**config.mk**
```make
export PLATFORM = sky130hd
export DESIGN_NAME = dmem_port_arbiter
export DESIGN_NICKNAME = d
export VERILOG_FILES = /design/src/rtl/dmem_arb_pkg.sv /design/src/rtl/dmem_arb_picker.sv /design/src/rtl/dmem_port_arbiter.sv
export SDC_FILE = /design/constraint.sdc
export NUM_CORES = 1
export LEC_CHECK = 0
export CAP_MARGIN = 20
export CORE_MARGIN = 4
export CORE_UTILIZATION = 36
export CTS_CLUSTER_SIZE = 25
export DETAILED_ROUTE_END_ITERATION = 6
export HOLD_SLACK_MARGIN = 0.1
export PLACE_DENSITY = 0.78
export SKIP_CTS_REPAIR_TIMING = 1
export SLEW_MARGIN = 10
export SYNTH_ARGS = -nofsm -noshare
export SYNTH_HDL_FRONTEND = slang
export SYNTH_SLANG_ARGS = --single-unit
export TNS_END_PERCENT = 100
```
**constraint.sdc**
```tcl
create_clock -name clk -period 2.1 [get_ports clk]
set_input_delay 0.42 -clock clk [delete_from_list [all_inputs] [get_ports clk]]
set_output_delay 0.42 -clock clk [all_outputs]
set_load 0.005 [all_outputs]
```
**src/rtl/dmem_arb_pkg.sv**
```systemverilog
// Shared types for the data-memory port arbiter.
package dmem_arb_pkg;

  typedef enum logic [1:0] {
    IDLE,
    ISSUE,
    WAIT_RD,
    DONE
  } arb_state_t;

  typedef enum logic {
    OWNER_M0,
    OWNER_M1
  } owner_t;

endpackage

```
**src/rtl/dmem_arb_picker.sv**
```systemverilog
// Combinational winner select between the two bus masters.
// Build option DMEM_ARB_RR_EN: defined = round-robin on ties,
// undefined = fixed priority with M0 always winning ties.
module dmem_arb_picker
  import dmem_arb_pkg::*;
(
  input  logic   req0,
  input  logic   req1,
  input  owner_t last_owner,
  output owner_t winner
);

  // Pick the owner for the next transaction from the current requests.
  always_comb begin
    winner = OWNER_M0;
    if (req0 && req1) begin
`ifdef DMEM_ARB_RR_EN
      winner = (last_owner == OWNER_M0) ? OWNER_M1 : OWNER_M0;
`else
      winner = OWNER_M0;
`endif
    end else if (req1) begin
      winner = OWNER_M1;
    end
  end

`ifndef DMEM_ARB_RR_EN
  // last_owner is still tracked by the parent but has no effect here.
  logic unused_last_owner;
  assign unused_last_owner = last_owner;
`endif

endmodule

```
**src/rtl/dmem_port_arbiter.sv**
```systemverilog
// Shares one data-memory port between M0 (core) and M1 (boot loader/DMA).
// One transaction at a time: IDLE -> ISSUE -> [WAIT_RD] -> DONE -> IDLE.
// Arbitration policy selected by DMEM_ARB_RR_EN (see dmem_arb_picker).
module dmem_port_arbiter
  import dmem_arb_pkg::*;
#(
  parameter int unsigned ADDR_W         = 32,
  parameter int unsigned DATA_W         = 32,
  parameter int unsigned TIMEOUT_CYCLES = 255
) (
  input  logic                clk,
  input  logic                rst,

  input  logic                m0_req,
  input  logic                m0_we,
  input  logic [ADDR_W-1:0]   m0_addr,
  input  logic [DATA_W-1:0]   m0_wdata,
  input  logic [DATA_W/8-1:0] m0_wmask,
  output logic                m0_ack,
  output logic [DATA_W-1:0]   m0_rdata,
  output logic                m0_err,

  input  logic                m1_req,
  input  logic                m1_we,
  input  logic [ADDR_W-1:0]   m1_addr,
  input  logic [DATA_W-1:0]   m1_wdata,
  input  logic [DATA_W/8-1:0] m1_wmask,
  output logic                m1_ack,
  output logic [DATA_W-1:0]   m1_rdata,
  output logic                m1_err,

  output logic [ADDR_W-1:0]   s_address,
  output logic [DATA_W-1:0]   s_write_data,
  output logic [DATA_W/8-1:0] s_write_mask,
  output logic                s_write_enable,
  output logic                s_read_enable,
  input  logic [DATA_W-1:0]   s_read_data,
  input  logic                s_read_valid
);

  localparam int unsigned MASK_W = DATA_W / 8;
  // A zero timeout still needs a 1-bit counter; it just saturates.
  localparam int unsigned CNT_W  = (TIMEOUT_CYCLES > 0) ? $clog2(TIMEOUT_CYCLES + 1) : 1;
  localparam logic [CNT_W-1:0] TIMEOUT_CNT = CNT_W'(TIMEOUT_CYCLES);

  arb_state_t          state_q, state_d;
  owner_t              owner_q, owner_d;
  owner_t              last_owner_q, last_owner_d;
  owner_t              winner;
  logic                we_q, we_d;
  logic [ADDR_W-1:0]   addr_q, addr_d;
  logic [DATA_W-1:0]   wdata_q, wdata_d;
  logic [MASK_W-1:0]   wmask_q, wmask_d;
  logic [DATA_W-1:0]   rdata_q, rdata_d;
  logic                err_q, err_d;
  logic [CNT_W-1:0]    cnt_q, cnt_d;
  logic [CNT_W-1:0]    cnt_inc;

  dmem_arb_picker u_picker (
    .req0       (m0_req),
    .req1       (m1_req),
    .last_owner (last_owner_q),
    .winner     (winner)
  );

  // State and latched-command registers with synchronous active-low reset.
  always_ff @(posedge clk) begin
    if (!rst) begin
      state_q      <= IDLE;
      owner_q      <= OWNER_M0;
      last_owner_q <= OWNER_M1;
      we_q         <= 1'b0;
      addr_q       <= '0;
      wdata_q      <= '0;
      wmask_q      <= '0;
      rdata_q      <= '0;
      err_q        <= 1'b0;
      cnt_q        <= '0;
    end else begin
      state_q      <= state_d;
      owner_q      <= owner_d;
      last_owner_q <= last_owner_d;
      we_q         <= we_d;
      addr_q       <= addr_d;
      wdata_q      <= wdata_d;
      wmask_q      <= wmask_d;
      rdata_q      <= rdata_d;
      err_q        <= err_d;
      cnt_q        <= cnt_d;
    end
  end

  // Saturating increment so the wait counter never wraps when timeout is off.
  always_comb begin
    cnt_inc = (cnt_q == '1) ? cnt_q : cnt_q + CNT_W'(1);
  end

  // Next-state logic and all outputs, decoded from the current state.
  always_comb begin
    state_d        = state_q;
    owner_d        = owner_q;
    last_owner_d   = last_owner_q;
    we_d           = we_q;
    addr_d         = addr_q;
    wdata_d        = wdata_q;
    wmask_d        = wmask_q;
    rdata_d        = rdata_q;
    err_d          = err_q;
    cnt_d          = '0;

    m0_ack         = 1'b0;
    m0_rdata       = '0;
    m0_err         = 1'b0;
    m1_ack         = 1'b0;
    m1_rdata       = '0;
    m1_err         = 1'b0;
    s_address      = addr_q;
    s_write_data   = wdata_q;
    s_write_mask   = wmask_q;
    s_write_enable = 1'b0;
    s_read_enable  = 1'b0;

    case (state_q)
      IDLE: begin
        if (m0_req || m1_req) begin
          owner_d = winner;
          if (winner == OWNER_M1) begin
            we_d    = m1_we;
            addr_d  = m1_addr;
            wdata_d = m1_wdata;
            wmask_d = m1_wmask;
          end else begin
            we_d    = m0_we;
            addr_d  = m0_addr;
            wdata_d = m0_wdata;
            wmask_d = m0_wmask;
          end
          rdata_d = '0;
          err_d   = 1'b0;
          state_d = ISSUE;
        end
      end

      ISSUE: begin
        if (we_q) begin
          s_write_enable = 1'b1;
          state_d        = DONE;
        end else begin
          s_read_enable = 1'b1;
          if (s_read_valid) begin
            rdata_d = s_read_data;
            state_d = DONE;
          end else begin
            state_d = WAIT_RD;
          end
        end
      end

      WAIT_RD: begin
        s_read_enable = 1'b1;
        cnt_d         = cnt_inc;
        // Valid data takes precedence over a timeout in the same cycle.
        if (s_read_valid) begin
          rdata_d = s_read_data;
          state_d = DONE;
        end else if ((TIMEOUT_CYCLES != 0) && (cnt_inc == TIMEOUT_CNT)) begin
          rdata_d = '0;
          err_d   = 1'b1;
          state_d = DONE;
        end
      end

      DONE: begin
        if (owner_q == OWNER_M1) begin
          m1_ack   = 1'b1;
          m1_rdata = rdata_q;
          m1_err   = err_q;
        end else begin
          m0_ack   = 1'b1;
          m0_rdata = rdata_q;
          m0_err   = err_q;
        end
        last_owner_d = owner_q;
        state_d      = IDLE;
      end

      default: begin
        state_d = IDLE;
      end
    endcase
  end

endmodule
```
======== Word-level counts from Yosys, hierarchy flattened ========
Cells that the tools add are included.
storage, ports and cells
  logic and storage cells ................. 70
  register bits after elaboration ......... 113
  output and inout bits ................... 138
operators by class
  reduce and logical (&&, ||, !) cells .... 10
  eq/ne operators ......................... 11
  add/sub/neg operators ................... 1
  mux-type cells .......................... 39
operators with widths
  cell                 number
  $mux 32              11
  $pmux 32 s3          1
  $mux 1               19
  $eq 8x8->1 const B   2
  $ne 2x2->1 const B   5
  $add 8x1->8 const B  1
  $mux 8               1
  $pmux 2 s4           1
  $mux 2               3
  $reduce_and 2->1     3
  $reduce_and 5->1     1
  $eq 2x2->1 const B   2
  $mux 4               1
  $pmux 1 s2           2
  $reduce_and 4->1     1
  $ne 3x3->1 const B   1
  $reduce_bool 3->1    1
  $eq 2x1->1 const B   1
  $logic_not 2->1      1
  $reduce_bool 2->1    1
  $logic_and 1x1->1    1
  $logic_or 1x1->1     1

======== Depth between registers and ports, before layout ========
Gate-level depths: netlist of the first run.
  depth in word-level cells ............... 6
  mapped depth ............................ 10

======== Cells and area by module ========
A second synthesis of the first run with hierarchy kept.
second synthesis, totals
  cell total of the unflattened synthesis .. 640
  area, all modules ....................... 5652.9 um^2
modules (own cells, without submodules)
  module             cells an instance  instances  area an instance (um^2)  seq. area each (um^2)
  dmem_port_arbiter  639                1          5639.2                   2282.2
  dmem_arb_picker    1                  1          13.8                     0.0

======== Worst setup path after synthesis of the first run ========
Ideal clock, no wire load.
  kind .................................... reg2reg
  from .................................... register state_q[0]
  to ...................................... register rdata_q[21]
  stages on the path, launching flop included .. 11
  period minus slack after synthesis ...... 2110 ps
  setup time .............................. 86 ps
  slack ................................... -10 ps
  data required time ...................... 2014 ps
  data arrival time ....................... 2024 ps
  path through ............................ dfxtp_1 inv_1 ha_1 nor3b_2 a211o_1 buf_2 nor2_1 buf_2 clkbuf_1 a32oi_1 o31ai_2
between the ends
  longest elaborated chain between the ends .. 3
  elaborated cells between the ends (all ways) .. 10
ends and longest elaborated chain
  what                                                line                      source
  start, declared                                     dmem_port_arbiter.sv:46   arb_state_t state_q, state_d;
  start signal, assigned                              dmem_port_arbiter.sv:80   state_q <= state_d;
  $eq 2x2->1, or another cell as far along            dmem_port_arbiter.sv:123  case (state_q)
  $ne 3x3->1 (no line), or another cell as far along  -
  $reduce_and 5->1 (no line)                          -
  end signal, assigned                                dmem_port_arbiter.sv:87   rdata_q <= rdata_d;
  end, declared                                       dmem_port_arbiter.sv:54   logic [DATA_W-1:0] rdata_q, rdata_d;
Parallel ways exist; a longest one is shown, timed or not.
A chain may end at the register's enable or synchronous reset.

======== Worst setup path in the final report of the first run ========
  from .................................... register state_q[0]
  to ...................................... output m0_rdata[16]
between the ends
  longest elaborated chain between the ends .. 2
ends and longest elaborated chain
  what           line                      source
  $eq 2x2->1     dmem_port_arbiter.sv:123
  $mux 32        dmem_port_arbiter.sv:123
  end, declared  dmem_port_arbiter.sv:20   output logic [DATA_W-1:0] m0_rdata,
No other way between the ends.

==> results.cfg, run 1 <==
[critical_path]
worst_path_dominant_cell_family = buffers and inverters
path_cells = buf_6, ha_4, nor2b_4, buf_4, clkbuf_16, buf_4, and2_1, dlymetal6s2s_1
worstReg2RegEnd = rdata_q[27]$_SDFFE_PN0P_
crit_type = reg -> out
crit_buf_inv = 5
cp.arrival_ns = 1.98
r2r-start = state_q[0]$_SDFFE_PN0P_
critPathLaunchType = flip-flop
cp.depth = 8
cp_common_cell = buf_4
slowest_delay_ns = 0.36
cpMaxStageDelayCell = dfxtp_4
rrSetupSlack_ns = 0.03
crit_path_end = m0_rdata[16]
end_kind = output pin
r2r_cells = 9
required_ns = 1.68
crit_fanout = 6
cp-startpoint = state_q[0]$_SDFFE_PN0P_

[yosys]
synth_area_sq_um = 5880
synth.distinct_cells = 47
yosysMostFrequentCell = dfxtp_1
yosys_warnings = 0
synth_compound_area_frac = 0.230
synth_top_family_by_area = compound AO/OA/AOI/OAI gates
synth_edf_count = 0
yosysSeqAreaShare = 0.385
synth_commonest_cells = dfxtp_1 (113), nor2_1 (81), mux2i_1 (75)
synth.area.top_cells = dfxtp_1 (38%), mux2i_1 (13%), a211oi_1 (9.1%)
synth-async-reset-ratio = 0
synthMuxAreaShare = 0.132
ys_ff_latch = 113
synthCells = 648
synth_fa_ha_area_frac = 0.0106
synth_flop_cell = dfxtp_1
synthXorXnorAreaFrac = 0.00298
synth_top_area_frac = 0.385
yosys.area.top_type = dfxtp_1
synth-simple-area-share = 0.184
syn_nets = 828
avgSynthCellArea_sq_um = 9.07

[min_path]
holdPathStages = 3
hold_class = in -> reg

[job]
maxCapViolCount = 0

[sta]
setup_slack_ns = -0.304
min_period_ns = 2.40
hold_slack_ns = 0.389
clock_skew_ns = 0.00655
timing.fmax_mhz = 416
rsz0062_at_grt = yes
period_share = 1.14
setup_viol = 69
finalHoldViolCount = 0
slew_violations = 0
tightest_slew_ns = 0.461
slew_headroom = 0.685

[die]
core_sq_um = 15900
initial_core_util = 0.369
pin_count = 313
num_rows = 46
fp.dieW_microns = 136
fp.dieH_microns = 136
dieArea_sq_um = 18400

[layout]
fillers = 1225
syn_to_final_growth_pct = 82.5
drive_above_1_share = 0.213
final_cells = 1233
fin_nets = 1184
fin_util = 0.673
ff_latch_area_sq_um = 2270
multi_input_area_sq_um = 3450
final_cell_area_sq_um = 10700
n_antenna_cell = 0

[routing]
viasPerCell = 5.15
met3_length_mm = 1.95
drtPass1Iterations = 5
wl_met1_mm = 8.41
top_layer = met4
wl_per_cell_microns = 17.8
drt_first_iter_violations = 313
routed_wl_mm = 21.9
routed-via-count = 6355
ant_nets = 0
drc = 0
wl_met2_mm = 11.1

[status]
run_status = complete, but fails checks
violations = negative setup slack

[grt]
grt_pass1_vias = 5817
grt_max_degree = 79
grt.total_usage = 0.207
grt_antenna_before_repair = 0
overflow = 0
grt_pass1_wl_mm = 29.9

[place]
numPortBuffers = 312
globalplace.congestion = 0.830
dp.cells = 1164
hpwl_mm = 15.4
dpl_cell_area_sq_um = 9520

[power_and_ir_drop]
p_seq_frac = 0.299
internal_power_w = 0.00727
clock_power_share = 0.270
power_w = 0.0107
p_sw_frac = 0.323
combPwrFrac = 0.431
p_sw_w = 0.00347
p_leak_nw = 4.41
p_per_area_nw_per_um2 = 1000
ir_drop_v = 0.000498

[cts]
cts_tree = yes
cts_sinks = 113
numCtsBuffers = 17
insertion_delay_ns = 0.41
clkTransAtPathRegs_ns = 0.05
cts_buffer_depth = 2
cts.htree.levels = 4
clockRootBuffer = clkbuf_16
[power by group through the flow]
stage	clock network [W]	registers [W]	logic, W
3_3_place_gp	0	0.00318	0.00411
2_1_floorplan	0	0.00322	0.00172
5_1_grt	0.00304	0.00330	0.00498
6_report	0.00290	0.00321	0.00464
3_5_place_dp	0	0.00322	0.00416
4_1_cts	0.00295	0.00318	0.00420
[kinds of logic (layout without fill, tap and decap cells)]
group | count (synthesis) | in the layout
xor+xnor | 2 | 2
simple gates | 218 | 219
compound gates | 162 | 162
buf+inv | 71 | 439
mux | 77 | 77
flops | 113 | 113
fa+ha+maj | 5 | 5
[registers in the layout (all words and copies together), names as in the netlist]
register / count
cnt_q: 8
err_q: 1
owner_q: 1
state_q: 2
rdata_q: 32
we_q: 1
s_address: 32
s_write_data: 32
s_write_mask: 4
[worst min-delay path, delay by kind of cell]
family,cells,cell delay [ns]
AO/OA/AOI/OAI,1,0.09
buffers and inverters,1,0.16
multiplexers,1,0.08
[per-stage QoR]
step | setup slack [ns] | setup TNS, ns
2_1_floorplan | 0.0401 | 0
3_3_place_gp | -0.329 | -12.61
3_5_place_dp | -0.329 | -13.85
4_1_cts | -0.654 | -43.95
5_1_grt | -0.359 | -18.75
6_report | -0.304 | -14.28
[metal layers]
| metal | track usage | vias to the layer above |
|---|---|---|
| met4 | 0.0661 | 0 |
| met2 | 0.361 | 281 |
| met1 | 0.244 | 2932 |
| li1 | - | 3112 |
| met5 | 0 | - |
| met3 | 0.0617 | 30 |
[cell usage in the layout (no fill, tap or decap), types with 2 or more instances in the layout]
cell               n
clkdlybuf4s50_1  276
dfxtp_1          111
nor2_1            80
mux2i_1           75
a211oi_1          71
buf_4             55
nand2_1           41
buf_6             35
and3_1            34
a32oi_1           25
o31ai_2           24
and2_4            21
clkbuf_16         20
and2_1            16
buf_12            15
a21oi_1           13
dlymetal6s2s_1     9
buf_2              7
nand4_1            6
a31oi_1            6
o31ai_1            5
clkbuf_8           5
nand2b_1           4
a32oi_2            4
inv_1              3
nor2b_4            3
nand3_1            3
nor3_1             3
clkbuf_1           3
clkinv_4           3
and3_4             2
o21ai_0            2
ha_2               2
ha_1               2
bufinv_16          2
clkbuf_2           2
dfxtp_4            2
[area by class of cell]
type,count,share of cell area
Inverter,4,0.00140
Clock inverter,7,0.00921
Timing Repair Buffer,403,0.384
Clock buffer,25,0.0471
Tap cell,216,0.0252
Sequential cell,113,0.212
Multi-Input combinational cell,465,0.322
[how the worst min path moves through the flow]
stage | start | endpoint | slack, ns
detailed placement | rdata_q[31]$_SDFFE_PN0P_ | rdata_q[31]$_SDFFE_PN0P_ | 0.48
finish | rst | state_q[0]$_SDFFE_PN0P_ | 0.39
CTS | rst | state_q[0]$_SDFFE_PN0P_ | 0.37
floorplan | rdata_q[1]$_SDFFE_PN0P_ | rdata_q[1]$_SDFFE_PN0P_ | 0.45
global placement | rdata_q[1]$_SDFFE_PN0P_ | rdata_q[1]$_SDFFE_PN0P_ | 0.47
global route | rst | state_q[1]$_SDFFE_PN0P_ | 0.40
No activity file was read; power rests on OpenSTA's default activity.
==> inputs of run 2 (changes only) <==
--- a/config.mk
+++ b/config.mk
@@ -6,7 +6,6 @@
 export NUM_CORES = 1
 export LEC_CHECK = 0
 export CAP_MARGIN = 20
-export CORE_MARGIN = 4
 export CORE_UTILIZATION = 36
 export CTS_CLUSTER_SIZE = 25
 export DETAILED_ROUTE_END_ITERATION = 6
==> run 2 against run 1 <==
The run still ends with negative setup slack left. First-iteration DRC count up 4.2%. Sequential power increased by 1%. Clock skew grew 0.0033 ns. Clock power is 6% higher. Critical path type unchanged. Critical endpoint is now m0_rdata[13].
==> results.cfg, run 2 (same netlist as run 1, synthesis figures left out) <==
[status]
run_status = complete, but fails checks
violations = negative setup slack

[place]
dpl_cell_area_sq_um = 9500
numPortBuffers = 312
hpwl_mm = 14.2
globalplace.congestion = 0.809

[sta]
slew_headroom = 0.717
setup_viol = 57
tightest_slew_ns = 0.415
finalHoldViolCount = 0
setup_slack_ns = -0.243
fin_setup_tns_ns = -6.07
rsz0062_at_grt = yes
timing.fmax_mhz = 427
clock_skew_ns = 0.00989
slew_violations = 0
period_share = 1.12
min_period_ns = 2.34

[power_and_ir_drop]
p_leak_nw = 4.69
ir_drop_v = 0.000598
p_per_area_nw_per_um2 = 1020

[cts]
clkTransAtPathRegs_ns = 0.05
cts_sinks = 113
cts_buffer_depth = 2
numCtsBuffers = 17
clockRootBuffer = clkbuf_16
cts.htree.levels = 4
insertion_delay_ns = 0.41
cts_tree = yes

[critical_path]
end_kind = output pin
crit_type = reg -> out
required_ns = 1.68
critPathLaunchType = flip-flop
cpMaxStageDelayCell = dfxtp_2
path_cells = buf_6, ha_4, nor2b_4, buf_12, buf_6, clkbuf_16, buf_6, and2_4, buf_6
cp-startpoint = state_q[0]$_SDFFE_PN0P_
crit_fanout = 5
slowest_delay_ns = 0.32
r2r-start = state_q[0]$_SDFFE_PN0P_
worst_path_dominant_cell_family = buffers and inverters
cp.arrival_ns = 1.92
cp_common_cell = buf_6
crit_buf_inv = 6

[grt]
grt_antenna_before_repair = 2
grt_pass1_wl_mm = 28.3
grt_pass1_vias = 5548
grt_max_degree = 60
grt.total_usage = 0.219
overflow = 0

[routing]
drtPass1Iterations = 5
drc = 0
drt_first_iter_violations = 326
wl_per_cell_microns = 17.9
routed-via-count = 6426
ant_nets = 0
viasPerCell = 5.21
routed_wl_mm = 22.1

[layout]
final_common_cell = clkdlybuf4s50_1
mostFrequentLayoutCells = clkdlybuf4s50_1 (242), dfxtp_1 (110), nor2_1 (79)
drive_above_1_share = 0.271
fin_nets = 1184
final_cell_area_sq_um = 10900
syn_to_final_growth_pct = 84.6
fin_util = 0.683

[min_path]
hold_class = reg -> reg
min_from = rdata_q[2]$_SDFFE_PN0P_

[die]
fp.dieH_microns = 130
core_sq_um = 15900
initial_core_util = 0.370
fp.dieW_microns = 130
dieArea_sq_um = 16800
pin_count = 313
num_rows = 46

[job]
maxCapViolCount = 0
## run 2: cell count changes in the layout (fill, tap and decap cells not counted), sizes merged
| cell | change |
|---|---|
| diode | +1 |
| bufinv | +2 |
| clkbuf | +29 |
| dlymetal6s2s | +10 |
| clkdlybuf4s50 | -34 |
| clkinv | +2 |
| clkinvlp | -1 |
| buf | -9 |
## run 2: final timing paths
path	end	slack, ns	cells past startpoint
max	m0_rdata[13]	-0.24	9
min	rdata_q[2]$_SDFFE_PN0P_	0.50	2
max reg2reg	rdata_q[16]$_SDFFE_PN0P_	-0.09	10
min reg2reg	rdata_q[2]$_SDFFE_PN0P_	0.50	2
## run 2: worst reg2reg max path, cell delays in order (launching register included)
cell	delay, ns
dfxtp_2	0.32
buf_6	0.12
ha_4	0.16
buf_8	0.13
clkbuf_16	0.15
buf_6	0.11
a211o_1	0.32
buf_6	0.17
buf_4	0.16
a32oi_1	0.28
o31ai_2	0.13
## run 2: metrics by stage
step | cells | total power [W] | setup slack [ns] | hold WS (ns)
finish | 1233 | 0.0111 | -0.243 | 0.496
global route | 1233 | 0.0116 | -0.290 | 0.512
floorplan | 648 | 0.00494 | 0.0401 | 0.452
global placement | 1163 | 0.00726 | -0.253 | 0.471
CTS | 1194 | 0.0104 | -0.467 | 0.490
detailed placement | 1163 | 0.00734 | -0.277 | 0.483
## run 2: area by class of cell
type,count,area [sq um]
sequential,113,2270
clock inverter,10,158
fill,1198,5030
inverter,4,15.0
clock buffer,21,470
antenna,1,2.50
tap,216,270
multi-input combinational,465,3630
timing repair buffer,403,4040
## run 2: routing by layer
layer / part of all wire / vias to the layer above / GRT usage
li1: - / 3122 / -
met1: 0.38 / 2951 / 0.251
met2: 0.51 / 305 / 0.383
met3: 0.075 / 46 / 0.0586
met4: 0.027 / 2 / 0.0964
met5: 0.00059 / - / 0
## run 2: power breakdown
part	internal [W]	switching [W]
clock network	0.00207	0.000991
logic	0.00264	0.00213
registers	0.00280	0.000445
